===== src/rtl/sd_test_pkg.sv =====
// Shared types and constants for the SD-card self-test sequencer.
package sd_test_pkg;

   typedef enum logic [2:0] {
      StIdle    = 3'd0,
      StWrStart = 3'd1,
      StWrWait  = 3'd2,
      StRdStart = 3'd3,
      StRdWait  = 3'd4,
      StDone    = 3'd5
   } state_e;

   localparam logic [8:0]  SEC_WORDS         = 9'd256;
   localparam logic [31:0] DEF_TEST_SEC_ADDR = 32'd2000;

endpackage


===== src/rtl/sd_test_data_gen_if.sv =====
// Request/data interface between the self-test sequencer and the SD controller.
interface sd_test_data_gen_if;
   logic        sd_init_done;
   logic        wr_start_en;
   logic [31:0] wr_sec_addr;
   logic [15:0] wr_data;
   logic        wr_req;
   logic        wr_busy;
   logic        rd_start_en;
   logic [31:0] rd_sec_addr;
   logic        rd_val_en;
   logic [15:0] rd_val_data;
   logic        rd_busy;

   modport master (
      input  sd_init_done, wr_req, wr_busy, rd_val_en, rd_val_data, rd_busy,
      output wr_start_en, wr_sec_addr, wr_data, rd_start_en, rd_sec_addr
   );

   modport slave (
      output sd_init_done, wr_req, wr_busy, rd_val_en, rd_val_data, rd_busy,
      input  wr_start_en, wr_sec_addr, wr_data, rd_start_en, rd_sec_addr
   );
endinterface


===== src/rtl/sig_edge_det.sv =====
// Single-register edge detector producing combinational rise/fall strobes.
module sig_edge_det (
   input  logic clk,
   input  logic rst_n,
   input  logic sig_i,
   output logic rise_o,
   output logic fall_o
);

   logic sig_q;

   always_ff @(posedge clk or negedge rst_n) begin
      if (!rst_n) sig_q <= 1'b0;
      else        sig_q <= sig_i;
   end

   assign rise_o = sig_i & ~sig_q;
   assign fall_o = ~sig_i & sig_q;

endmodule


===== src/rtl/sd_test_data_gen.sv =====
// SD-card self-test: writes one sector with an incrementing pattern, reads it back, compares.
module sd_test_data_gen
   import sd_test_pkg::*;
#(
   parameter logic [31:0] TEST_SEC_ADDR = DEF_TEST_SEC_ADDR,
   parameter logic [8:0]  WORDS_PER_SEC = SEC_WORDS,
   parameter logic [15:0] PATTERN_BASE  = 16'd0
) (
   input  logic                  clk,
   input  logic                  rst_n,
   sd_test_data_gen_if.master    sd,
   output logic                  error_flag,
   output logic                  test_done
);

   logic init_rise, init_fall, wr_rise, wr_fall, rd_rise, rd_fall;
   logic unused_edges;

   sig_edge_det u_init_edge (
      .clk   (clk),
      .rst_n (rst_n),
      .sig_i (sd.sd_init_done),
      .rise_o(init_rise),
      .fall_o(init_fall)
   );

   sig_edge_det u_wr_edge (
      .clk   (clk),
      .rst_n (rst_n),
      .sig_i (sd.wr_busy),
      .rise_o(wr_rise),
      .fall_o(wr_fall)
   );

   sig_edge_det u_rd_edge (
      .clk   (clk),
      .rst_n (rst_n),
      .sig_i (sd.rd_busy),
      .rise_o(rd_rise),
      .fall_o(rd_fall)
   );

   assign unused_edges = init_fall ^ wr_rise ^ rd_rise;

   state_e      state_q;
   logic [8:0]  wr_cnt_q, rd_cnt_q, rd_cnt_d;
   logic [15:0] wr_data_q, exp_word;
   logic        mismatch_q, mismatch_d;
   logic        wr_start_q, rd_start_q, error_q, done_q;
   logic        wr_adv;

   assign wr_adv   = (state_q == StWrWait) && sd.wr_req && (wr_cnt_q < WORDS_PER_SEC);
   assign exp_word = PATTERN_BASE + 16'(rd_cnt_q);

   // Read check is combinational so a word arriving with the busy fall is folded into the verdict.
   always_comb begin
      rd_cnt_d   = rd_cnt_q;
      mismatch_d = mismatch_q;
      if ((state_q == StRdWait) && sd.rd_val_en) begin
         if (rd_cnt_q < WORDS_PER_SEC) begin
            if (sd.rd_val_data != exp_word) mismatch_d = 1'b1;
            rd_cnt_d = rd_cnt_q + 9'd1;
         end else begin
            mismatch_d = 1'b1;
         end
      end
   end

   always_ff @(posedge clk or negedge rst_n) begin
      if (!rst_n) begin
         state_q    <= StIdle;
         wr_cnt_q   <= '0;
         rd_cnt_q   <= '0;
         wr_data_q  <= PATTERN_BASE;
         mismatch_q <= 1'b0;
         wr_start_q <= 1'b0;
         rd_start_q <= 1'b0;
         error_q    <= 1'b0;
         done_q     <= 1'b0;
      end else begin
         wr_start_q <= 1'b0;
         rd_start_q <= 1'b0;
         rd_cnt_q   <= rd_cnt_d;
         mismatch_q <= mismatch_d;
         if (wr_adv) begin
            wr_cnt_q  <= wr_cnt_q + 9'd1;
            wr_data_q <= wr_data_q + 16'd1;
         end
         unique case (state_q)
            StIdle: begin
               if (init_rise) begin
                  state_q    <= StWrStart;
                  wr_start_q <= 1'b1;
               end
            end
            StWrStart: state_q <= StWrWait;
            StWrWait: begin
               if (wr_fall) begin
                  state_q    <= StRdStart;
                  rd_start_q <= 1'b1;
               end
            end
            StRdStart: state_q <= StRdWait;
            StRdWait: begin
               if (rd_fall) begin
                  state_q <= StDone;
                  error_q <= mismatch_d | (rd_cnt_d != WORDS_PER_SEC);
                  done_q  <= 1'b1;
               end
            end
            StDone:  state_q <= StDone;
            default: state_q <= StIdle;
         endcase
      end
   end

   assign sd.wr_start_en = wr_start_q;
   assign sd.rd_start_en = rd_start_q;
   assign sd.wr_data     = wr_data_q;
   assign sd.wr_sec_addr = TEST_SEC_ADDR;
   assign sd.rd_sec_addr = TEST_SEC_ADDR;
   assign error_flag     = error_q;
   assign test_done      = done_q;

endmodule


===== src/flat_wrapper.sv =====
// flat-port wrapper written by rule: the top's interface ports become plain ports
module sd_test_data_gen_flat import sd_test_pkg::*;
#(
   parameter logic [31:0] TEST_SEC_ADDR = DEF_TEST_SEC_ADDR,
   parameter logic [8:0]  WORDS_PER_SEC = SEC_WORDS,
   parameter logic [15:0] PATTERN_BASE  = 16'd0
)
  (clk, rst_n, error_flag, test_done, sd_sd_init_done, sd_wr_req, sd_wr_busy, sd_rd_val_en, sd_rd_val_data, sd_rd_busy, sd_wr_start_en, sd_wr_sec_addr, sd_wr_data, sd_rd_start_en, sd_rd_sec_addr);
  sd_test_data_gen_if sd_i ();
  input  logic clk;
  input  logic rst_n;
  output logic error_flag;
  output logic test_done;
  input wire logic [$bits(sd_i.sd_init_done)-1:0] sd_sd_init_done;
  input wire logic [$bits(sd_i.wr_req)-1:0] sd_wr_req;
  input wire logic [$bits(sd_i.wr_busy)-1:0] sd_wr_busy;
  input wire logic [$bits(sd_i.rd_val_en)-1:0] sd_rd_val_en;
  input wire logic [$bits(sd_i.rd_val_data)-1:0] sd_rd_val_data;
  input wire logic [$bits(sd_i.rd_busy)-1:0] sd_rd_busy;
  output wire logic [$bits(sd_i.wr_start_en)-1:0] sd_wr_start_en;
  output wire logic [$bits(sd_i.wr_sec_addr)-1:0] sd_wr_sec_addr;
  output wire logic [$bits(sd_i.wr_data)-1:0] sd_wr_data;
  output wire logic [$bits(sd_i.rd_start_en)-1:0] sd_rd_start_en;
  output wire logic [$bits(sd_i.rd_sec_addr)-1:0] sd_rd_sec_addr;
  assign sd_i.sd_init_done = sd_sd_init_done;
  assign sd_i.wr_req = sd_wr_req;
  assign sd_i.wr_busy = sd_wr_busy;
  assign sd_i.rd_val_en = sd_rd_val_en;
  assign sd_i.rd_val_data = sd_rd_val_data;
  assign sd_i.rd_busy = sd_rd_busy;
  assign sd_wr_start_en = sd_i.wr_start_en;
  assign sd_wr_sec_addr = sd_i.wr_sec_addr;
  assign sd_wr_data = sd_i.wr_data;
  assign sd_rd_start_en = sd_i.rd_start_en;
  assign sd_rd_sec_addr = sd_i.rd_sec_addr;
  sd_test_data_gen #(.TEST_SEC_ADDR(TEST_SEC_ADDR), .WORDS_PER_SEC(WORDS_PER_SEC), .PATTERN_BASE(PATTERN_BASE)) u_core (.clk(clk), .rst_n(rst_n), .sd(sd_i), .error_flag(error_flag), .test_done(test_done));
endmodule

===== config.mk =====
export PLATFORM = sky130hd
export DESIGN_NAME = sd_test_data_gen_flat
export DESIGN_NICKNAME = d
export VERILOG_FILES = /design/src/rtl/sd_test_pkg.sv /design/src/rtl/sd_test_data_gen_if.sv /design/src/rtl/sig_edge_det.sv /design/src/rtl/sd_test_data_gen.sv /design/src/flat_wrapper.sv
export SDC_FILE = /design/constraint.sdc
export NUM_CORES = 1
export LEC_CHECK = 0
export ABC_AREA = 1
export ABC_CLOCK_PERIOD_IN_PS = 1700
export CAP_MARGIN = 25
export CORE_MARGIN = 2
export CORE_UTILIZATION = 63
export CTS_CLUSTER_SIZE = 28
export DETAILED_ROUTE_END_ITERATION = 10
export DONT_BUFFER_PORTS = 1
export PLACE_DENSITY = 0.79
export SYNTH_ARGS = -nofsm -noshare
export SYNTH_HDL_FRONTEND = slang
export SYNTH_SLANG_ARGS = --single-unit

===== constraint.sdc =====
create_clock -name clk -period 1.7 [get_ports clk]
set_input_delay 0.085 -clock clk [delete_from_list [all_inputs] [get_ports clk]]
set_output_delay 0.085 -clock clk [all_outputs]
set_load 0.005 [all_outputs]

Yosys cells after proc, flatten, opt, wreduce, memory -nomap -nowiden --
Cells that the tools add are included. W data, S select, Z words.
Word-level totals: register bits 45, word-level logic and storage cells 53, input bits 23
Cells by class: add/sub/neg operators 3, equal/unequal tests 10, muxes and demuxes 13, magnitude comparators 2, bitwise gates (word level) 7, reductions and logical operators 6
Operators with widths (count):
- $add A9 B1 Y9 const B | 2
- $lt A9 B9 Y1 const B | 2
- $mux W9 | 2
- $pmux W3 S6 | 1
- $add A16 B1 Y16 const B | 1
- $ne A16 B9 Y1 | 1
- $mux W3 | 3
- $ne A9 B9 Y1 const B | 1
- $mux W1 | 7
- $eq A3 B2 Y1 const B | 2
- $eq A3 B3 Y1 const B | 2
- $ne A2 B1 Y1 const B | 2
- $and A1 B1 Y1 | 3
- $eq A3 B1 Y1 const B | 1
- $logic_and A1 B1 Y1 | 3
- $logic_not A3 Y1 | 1
- $not A1 Y1 | 3
- $reduce_and A3 Y1 | 1
- $ne A2 B2 Y1 const B | 1
- $reduce_and A2 Y1 | 1
- $or A1 B1 Y1 | 1

Logic depth before layout (Yosys ltp) --
Gate-level depths: netlist of run 1.
word-level depth 5, gate-level depth with buffers 13, mapped depth without buffers 12

By module --
Synthesis of run 1 repeated with hierarchy kept, for this count alone.
Unflattened totals: cell total of the unflattened synthesis 342, area total of the unflattened synthesis 2846.5 µm²
By module, submodules not included:
- sd_test_data_gen | area each 2726.4 µm², instances 1, cells each 327
- sig_edge_det | area each 40.0 µm², instances 3, cells each 5

Worst setup path after synthesis of run 1 --
Ideal clock, no wire load.
path type register to register, start reg u_core.wr_data_q[0] (netlist: u_core.sd.wr_data[0]), end reg u_core.wr_data_q[14] (netlist: u_core.sd.wr_data[14]), arrival time 1.443 ns, slack 0.178 ns, required time 1.621 ns, stages on the path, launching flop included 9, buffers on the path 0, period minus slack after synthesis 1.522 ns, library setup time 0.079 ns, path through dfrtp_1 ha_1 nand3_1 nor3b_1 nand2_1 nor2_2 nand2_1 nor2_1 xor2_1
On the way: longest elaborated chain between the ends 1
Ends and longest elaborated chain:
- from (decl) | RTL line sd_test_data_gen.sv:47 | logic [15:0] wr_data_q, exp_word;
- from (signal assigned) | RTL line sd_test_data_gen.sv:87 | wr_data_q <= wr_data_q + 16'd1;
- $add A16 B1 Y16 | RTL line sd_test_data_gen.sv:87
Every way passes these cells. A chain may end at the register's enable or synchronous reset.

Worst setup path in the final report of run 1 --
start reg u_core.state_q[0], end reg u_core.error_q (netlist: u_core.error_flag)
On the way: longest elaborated chain between the ends 5
Ends and longest elaborated chain:
- from (decl) | RTL line sd_test_data_gen.sv:45 | state_e state_q;
- from (signal assigned) | RTL line sd_test_data_gen.sv:71 | state_q <= StIdle;
- from (signal assigned) | RTL line sd_test_data_gen.sv:92 | state_q <= StWrStart;
- from (signal assigned) | RTL line sd_test_data_gen.sv:96 | StWrStart: state_q <= StWrWait;
- $eq A3 B3 Y1 * | RTL line sd_test_data_gen.sv:59, sd_test_data_gen.sv:89
- $logic_and A1 B1 Y1 | RTL line sd_test_data_gen.sv:59 | if ((state_q == StRdWait) && sd.rd_val_en) begin
- $mux W9 | RTL line sd_test_data_gen.sv:59
- $ne A9 B9 Y1 | RTL line sd_test_data_gen.sv:107 | error_q <= mismatch_d | (rd_cnt_d != WORDS_PER_SEC);
- $or A1 B1 Y1 | RTL line sd_test_data_gen.sv:107
- to (signal assigned) | RTL line sd_test_data_gen.sv:107
- to (decl) | RTL line sd_test_data_gen.sv:49 | logic wr_start_q, rd_start_q, error_q, done_q;
Every way passes the cells marked *; elsewhere a longest branch is shown, timed or not.

==> reports/qor.txt, run 1 <==
Hold Path Sink: u_core.state_q[0]
Die H: 70.3 um
Cell Count, Final, Fillers Out: 413
Reg clk slew, reported paths: 90 ps
dpl ws: 22.1 ps
insertion delay to the later sink of the worst-skew pair: 310 ps
power density over cell area: 916 nW/um2
Final period util: 95.9%
Crit-path slowest cell: dfrtp_2
Worst Path Arrival: 1840 ps
grt ovf: 0
I/O Pins: 107
Setup crit start: u_core.state_q[0]
internal power: 1750 uW
Final ANT Viol Nets: 0
flops & latches, synth: 45
Top Family by Delay on Critical Path: simple AND/OR/NAND/NOR gates
Area Overhead vs Synth: 4.42%
Sw Ratio: 34.0%
Synth Instances: 337
Data required, critical path: 1910 ps
row cnt: 24
worst reg2reg path depth: 9
RD Place Congestion: 0.872
number of buffers created by CTS: 5
status: finished clean
register area: 1130 um2
area occupied by multi-input gates: 1270 um2
Overall Global Routing Usage: 19.9%
die width: 70.3 um
Final Setup Violations: 0
critical path peak fanout: 5
TritonRoute pass-1 iters: 4
CP max stage delay: 450 ps
Max Root-Sink Buffers: 2
post-synth top area share: 40.6%
Inserted Diodes: 0
post-DR wirelength/cell: 11.1 um
TritonCTS clock tree: built
largest net degree at the start of global routing: 46
Final Hold Viols: 0
Pins Over Slew Limit: 0
H-tree depth: 2
Worst Hold Depth: 3
peak supply drop: 0.527 mV
synth top area cells: dfrtp_1 41%, buf_4 17%, nand2_1 10%
root buf cell: clkbuf_8
Die ar.: 4950 um2
sequential area share after synthesis: 40.6%
crit path cell chain: nor2_4 -> nand4_1 -> or2_1 -> o21ai_1 -> nand2_1 -> nor2_1 -> nand2_1 -> nand2_1 -> nand2_1
Yosys cell types: 31
most frequent CP cell: nand2_1
RSZ-0062 raised after global routing: yes
# DRC: 0
Flop pwr share: 49.4%
Setup WS post-layout: 68.9 ps
share of cells above drive strength 1: 13.9%
CP Buf/Inv Count: 0
max-capacitance violation count: 0
Psw: 902 uW
FMAX: 613 MHz
critical path launch point type: flop
reg2reg end: u_core.error_flag
vias per inst: 4.57
skew final: 10.6 ps
class of the worst hold path: primary input to flop
critical path class: flop to flop
Synth Cell Area: 2770 um2
Clk pwr share: 25.8%
hold path startpoint: sd_rd_busy
vias in the first global route: 1799
nets: 386
dpl hpwl: 3.39 mm
I/O Buffers: 0
first-pass GRT wire length: 7.82 mm
clk sink count: 45
Logic pwr share: 24.8%
most frequent cells in the layout: 75 x nand2_1, 64 x conb_1, 44 x dfrtp_1
r2r setup slk: 70 ps
Leak Pwr: 0.00162 uW
critical path capture point type: flop
Cells after DPL: 393
Starting Density: 64.6%
Iter 0 DRT Violations: 70
initial antenna violation count: 0
WL final: 4.60 mm
minimum clock period: 1630 ps
average size of a mapped cell: 8.23 um2
Reg2Reg Launch Point: u_core.state_q[0]
Vias: 1887
Synth Warn #: 0
post-layout util: 67.4%
most common cell after layout, fill and taps aside: nand2_1
fill cell count: 364
CORE AREA: 4290 um2
cell taking the most area after synthesis: dfrtp_1
what timing repair did:
| action | in CTS | in global routing |
|---|---|---|
| pin swaps | 0 | 4 |
| setup endpoints to repair | 1 | 4 |
| endpoints found under the hold margin | 51 | 0 |
| hold buffers | 5 | 0 |
| gates resized for setup | 1 | 12 |
| buffers inserted | 0 | 7 |
power groups by stage:
stage                     sequential, uW  clock, uW  combinational [uW]
final                               1310        684                 658
after global routing                1320        750                 761
after detailed placement            1310          0                 563
after floorplan                     1300          0                 526
after CTS                           1290        709                 601
after global placement              1300          0                 544
area by class of cell:
cell class	instances	area share, %
multi-input cells	245	43.8
flip-flops and latches	45	38.9
repair buffers	20	6.22
inverters	43	5.57
clock buffers	5	2.38
well taps	52	2.25
clock inverters	3	0.864
per-stage QoR:
step                      hold slack [ps]  setup TNS (ps)  power (uW)  instance area [um2]
after global routing                 31.9           -50.3        2830                 2900
after CTS                            18.9               0        2600                 2800
after detailed placement             -209               0        1870                 2630
final                                22.7               0        2650                 2900
after floorplan                      -211               0        1820                 3010
after global placement               -209               0        1850                 2630
kinds of logic (layout without fill, tap and decap cells):
logic type	after synthesis	in the layout	share of synthesized area [%]
AND/OR/NAND/NOR	143	143	23.7
buffers and inverters	109	71	23.7
other	2	64	0.271
XOR/XNOR	27	27	8.53
flip-flops	45	45	40.6
adder cells (fa/ha/maj)	3	3	1.35
AO/OA/AOI/OAI	8	8	1.76
synthesized netlist by cell type:
cell type and instances:
inv_1 42, nor2_2 5, nand3_2 1, buf_6 1
conb_1 2, nand4_4 1, nor3_2 1, nor2_4 2
nor3_1 6, inv_2 1, xor2_1 13, o21bai_1 1
nand4_1 4, nand4_2 1, a21oi_1 1, nor2_1 25
nand3_1 14, xnor2_1 14, o21ai_1 2, nand2_1 76
dfrtp_1 45, or2_2 2, buf_4 64, buf_2 1
nand2_2 2, o21ai_0 2, ha_1 3, o221ai_1 1
nor3b_1 2, a21boi_1 1, or2_1 1
state kept, by name (all words and copies together), names as in the netlist:
signal / cells
u_core.sd.wr_data: 16
u_core.rd_cnt_q: 9
u_core.wr_cnt_q: 9
u_core.state_q: 3
u_core.error_flag: 1
u_core.mismatch_q: 1
u_core.sd.rd_start_en: 1
u_core.sd.wr_start_en: 1
u_core.test_done: 1
u_core.u_init_edge.sig_q: 1
u_core.u_rd_edge.sig_q: 1
u_core.u_wr_edge.sig_q: 1
metal layers:
| metal | vias to the layer above | share of wire (%) | global-route usage (%) | wire length, um |
|---|---|---|---|---|
| met2 | 74 | 49 | 34.0 | 2270 |
| met5 | - | 0 | 0 | 0 |
| met1 | 860 | 41 | 23.6 | 1900 |
| met3 | 6 | 7.9 | 6.35 | 364 |
| met4 | 0 | 1.3 | 6.41 | 60 |
| li1 | 947 | - | - | - |
worst max path at each step:
stage	endpoint	slack (ps)	depth (start not counted)
finish	u_core.error_flag	70	9
global placement	u_core.sd.wr_data[14]	100	8
floorplan	u_core.sd.wr_data[14]	180	8
global route	u_core.error_flag	-40	12
CTS	u_core.error_flag	60	9
detailed placement	u_core.sd.wr_data[14]	20	8
worst register-to-register path: stages, from the launching register on:
cell	delay, ps
dfrtp_2	450
nor2_4	170
nand4_1	210
or2_1	260
o21ai_1	110
nand2_1	80
nor2_1	100
nand2_1	60
nand2_1	50
nand2_1	50
No activity file was read; power rests on OpenSTA's default activity.
==> run 2, diff against run 1 <==
--- a/config.mk
+++ b/config.mk
@@ -9,11 +9,12 @@
 export ABC_CLOCK_PERIOD_IN_PS = 1700
 export CAP_MARGIN = 25
 export CORE_MARGIN = 2
-export CORE_UTILIZATION = 63
+export CORE_UTILIZATION = 65
+export CTS_BUF_LIST = sky130_fd_sc_hd__clkbuf_2
 export CTS_CLUSTER_SIZE = 28
 export DETAILED_ROUTE_END_ITERATION = 10
 export DONT_BUFFER_PORTS = 1
-export PLACE_DENSITY = 0.79
+export PLACE_DENSITY = 0.81
 export SYNTH_ARGS = -nofsm -noshare
 export SYNTH_HDL_FRONTEND = slang
 export SYNTH_SLANG_ARGS = --single-unit
==> reports/qor.txt, run 2 (synthesized netlist as in run 1, its figures left out) <==
status: finished clean
CP Buf/Inv Count: 0 (unchanged)
die width: 69.3 um (-1.5%)
skew final: 20.1 ps (+9.49 ps)
insertion delay to the later sink of the worst-skew pair: 410 ps (+100 ps)
largest net degree at the start of global routing: 46 (unchanged)
WL final: 4.66 mm (+1.5%)
post-DR wirelength/cell: 11.3 um (+1.7%)
peak supply drop: 0.782 mV (+48%)
Reg clk slew, reported paths: 220 ps (+130 ps)
minimum clock period: 1650 ps (+17.1 ps)
Vias: 1924 (+2.0%)
Data required, critical path: 2040 ps (+130 ps)
Worst Path Arrival: 1990 ps (+150 ps)
Overall Global Routing Usage: 19.1% (-0.76 points)
power density over cell area: 950 nW/um2 (+3.7%)
number of buffers created by CTS: 5 (unchanged)
r2r setup slk: 50 ps (-20 ps)
max-capacitance violation count: 0 (unchanged)
row cnt: 23 (-4.2%)
share of cells above drive strength 1: 13.0% (-0.87 points)
dpl hpwl: 3.42 mm (+1.0%)
Crit-path slowest cell: dfrtp_1
most frequent cells in the layout: 74 x nand2_1, 64 x conb_1, 44 x dfrtp_1
Hold Path Sink: u_core.mismatch_q
Area Overhead vs Synth: 4.69%
H-tree depth: 2 (unchanged)
crit path cell chain: ha_2 -> nand3_1 -> nor3b_2 -> nand2_2 -> nor2_2 -> nand2_1 -> nor2_1 -> xor2_1
critical path class: flop to flop
TritonRoute pass-1 iters: 4 (unchanged)
critical path launch point type: flop
CORE AREA: 4060 um2 (-5.5%)
setup TNS: 0 ps (unchanged)
Final Setup Violations: 0 (unchanged)
Die H: 69.3 um (-1.5%)
Leak Pwr: 0.00162 uW (+0.30%)
RD Place Congestion: 0.882 (+1.2%)
CP max stage delay: 400 ps (-50 ps)
first-pass GRT wire length: 7.51 mm (-4.1%)
Worst Hold Depth: 6 (+3)
Pins Over Slew Limit: 0 (unchanged)
design area: 2900 um2 (+0.26%)
worst reg2reg path depth: 8 (-1)
Starting Density: 68.3% (+3.8 points)
root buf cell: clkbuf_2
class of the worst hold path: primary input to flop
initial antenna violation count: 0 (unchanged)
vias per inst: 4.67 (+2.2%)
Reg2Reg Launch Point: u_core.sd.wr_data[0]
I/O Buffers: 0 (unchanged)
# DRC: 0 (unchanged)
Die ar.: 4800 um2 (-2.9%)
TritonCTS clock tree: built
Final ANT Viol Nets: 0 (unchanged)
met2 WL: 2.36 mm (+4.1%)
M1 wire length: 1.89 mm (-0.95%)
Final Hold Viols: 0 (unchanged)
most common cell after layout, fill and taps aside: nand2_1
critical path capture point type: flop
hold path startpoint: sd_rd_val_data[10]
nets: 387 (+0.26%)
critical path peak fanout: 2 (-3)
Max Root-Sink Buffers: 2 (unchanged)
Inserted Diodes: 0 (unchanged)
Iter 0 DRT Violations: 55 (-21%)
Cells after DPL: 390 (-0.76%)
RSZ-0062 raised after global routing: yes
Largest register FFs: 16 (unchanged)
met3 wire length: 364 um (unchanged)
Cell Count, Final, Fillers Out: 412 (-0.24%)
placed cell areas: 2620 um2 (-0.38%)
FMAX: 607 MHz (-1.0%)
grt ovf: 0 (unchanged)
Final period util: 96.9% (+1.0 points)
I/O Pins: 107 (unchanged)
Top Family by Delay on Critical Path: simple AND/OR/NAND/NOR gates
clk sink count: 45 (unchanged)
uppermost layer routed: met4
reg2reg end: u_core.sd.wr_data[14]
vias in the first global route: 1767 (-1.8%)
==> run 2: cell types whose count changed in the layout (fill, tap and decap cells not counted), moves of 4 or more <==
cell,before,now
clkbuf_2,0,5
buf_4,15,11
clkbuf_8,5,0
dlygate4sd3_1,4,8
==> run 2: report_power, final <==
part	leakage, uW	internal, uW	switching (uW)
combinational	0.000996	311	404
sequential	0.000573	1180	124
clock	0.0000529	394	342
==> run 2: worst max path at each step <==
stage                               startpoint                    end  cells past startpoint
final                     u_core.sd.wr_data[0]  u_core.sd.wr_data[14]                      8
after global routing      u_core.sd.wr_data[0]  u_core.sd.wr_data[14]                      8
after CTS                    u_core.state_q[0]      u_core.error_flag                     10
after detailed placement     u_core.state_q[0]      u_core.error_flag                     10
after global placement       u_core.state_q[0]      u_core.error_flag                      9
after floorplan           u_core.sd.wr_data[0]  u_core.sd.wr_data[14]                      8
==> run 2: worst reg2reg max path, cell delays in order (launching register included) <==
cell and delay, ps:
dfrtp_1 400, ha_2 180, nand3_1 120, nor3b_2 280
nand2_2 100, nor2_2 150, nand2_1 90, nor2_1 120
xor2_1 150
==> run 2: cell type report <==
type                       count  area [um2]
tap                           50        62.6
timing repair buffer          21         194
fill                         344        1150
inverter                      43         161
clock inverter                 3        65.1
multi-input combinational    245        1270
sequential                    45        1130
clock buffer                   5        25.0
==> run 2: metal layers <==
| metal | vias to the layer above | global-route usage, % |
|---|---|---|
| li1 | 941 | - |
| met1 | 895 | 23.3 |
| met2 | 81 | 32.3 |
| met3 | 7 | 6.25 |
| met4 | 0 | 5.66 |
| met5 | - | 0 |
==> run 2: what timing repair did <==
action,CTS,global route
setup buffers,0,5
endpoints found under the setup margin,0,5
resized for setup,0,14
endpoints found under the hold margin,56,0
hold buffers,9,0
==> run 2: through the flow <==
stage / total power, uW / worst slack, ps / util, % / hold slack, ps
after floorplan: 1820 / 178 / - / -211
after global placement: 1850 / 86.5 / 64.7 / -209
after detailed placement: 1870 / 54.1 / 64.7 / -210
after CTS: 2650 / 23.1 / 69.3 / 0.233
after global routing: 2930 / -92.2 / 71.5 / 26.7
final: 2760 / 51.9 / 71.5 / 25.6
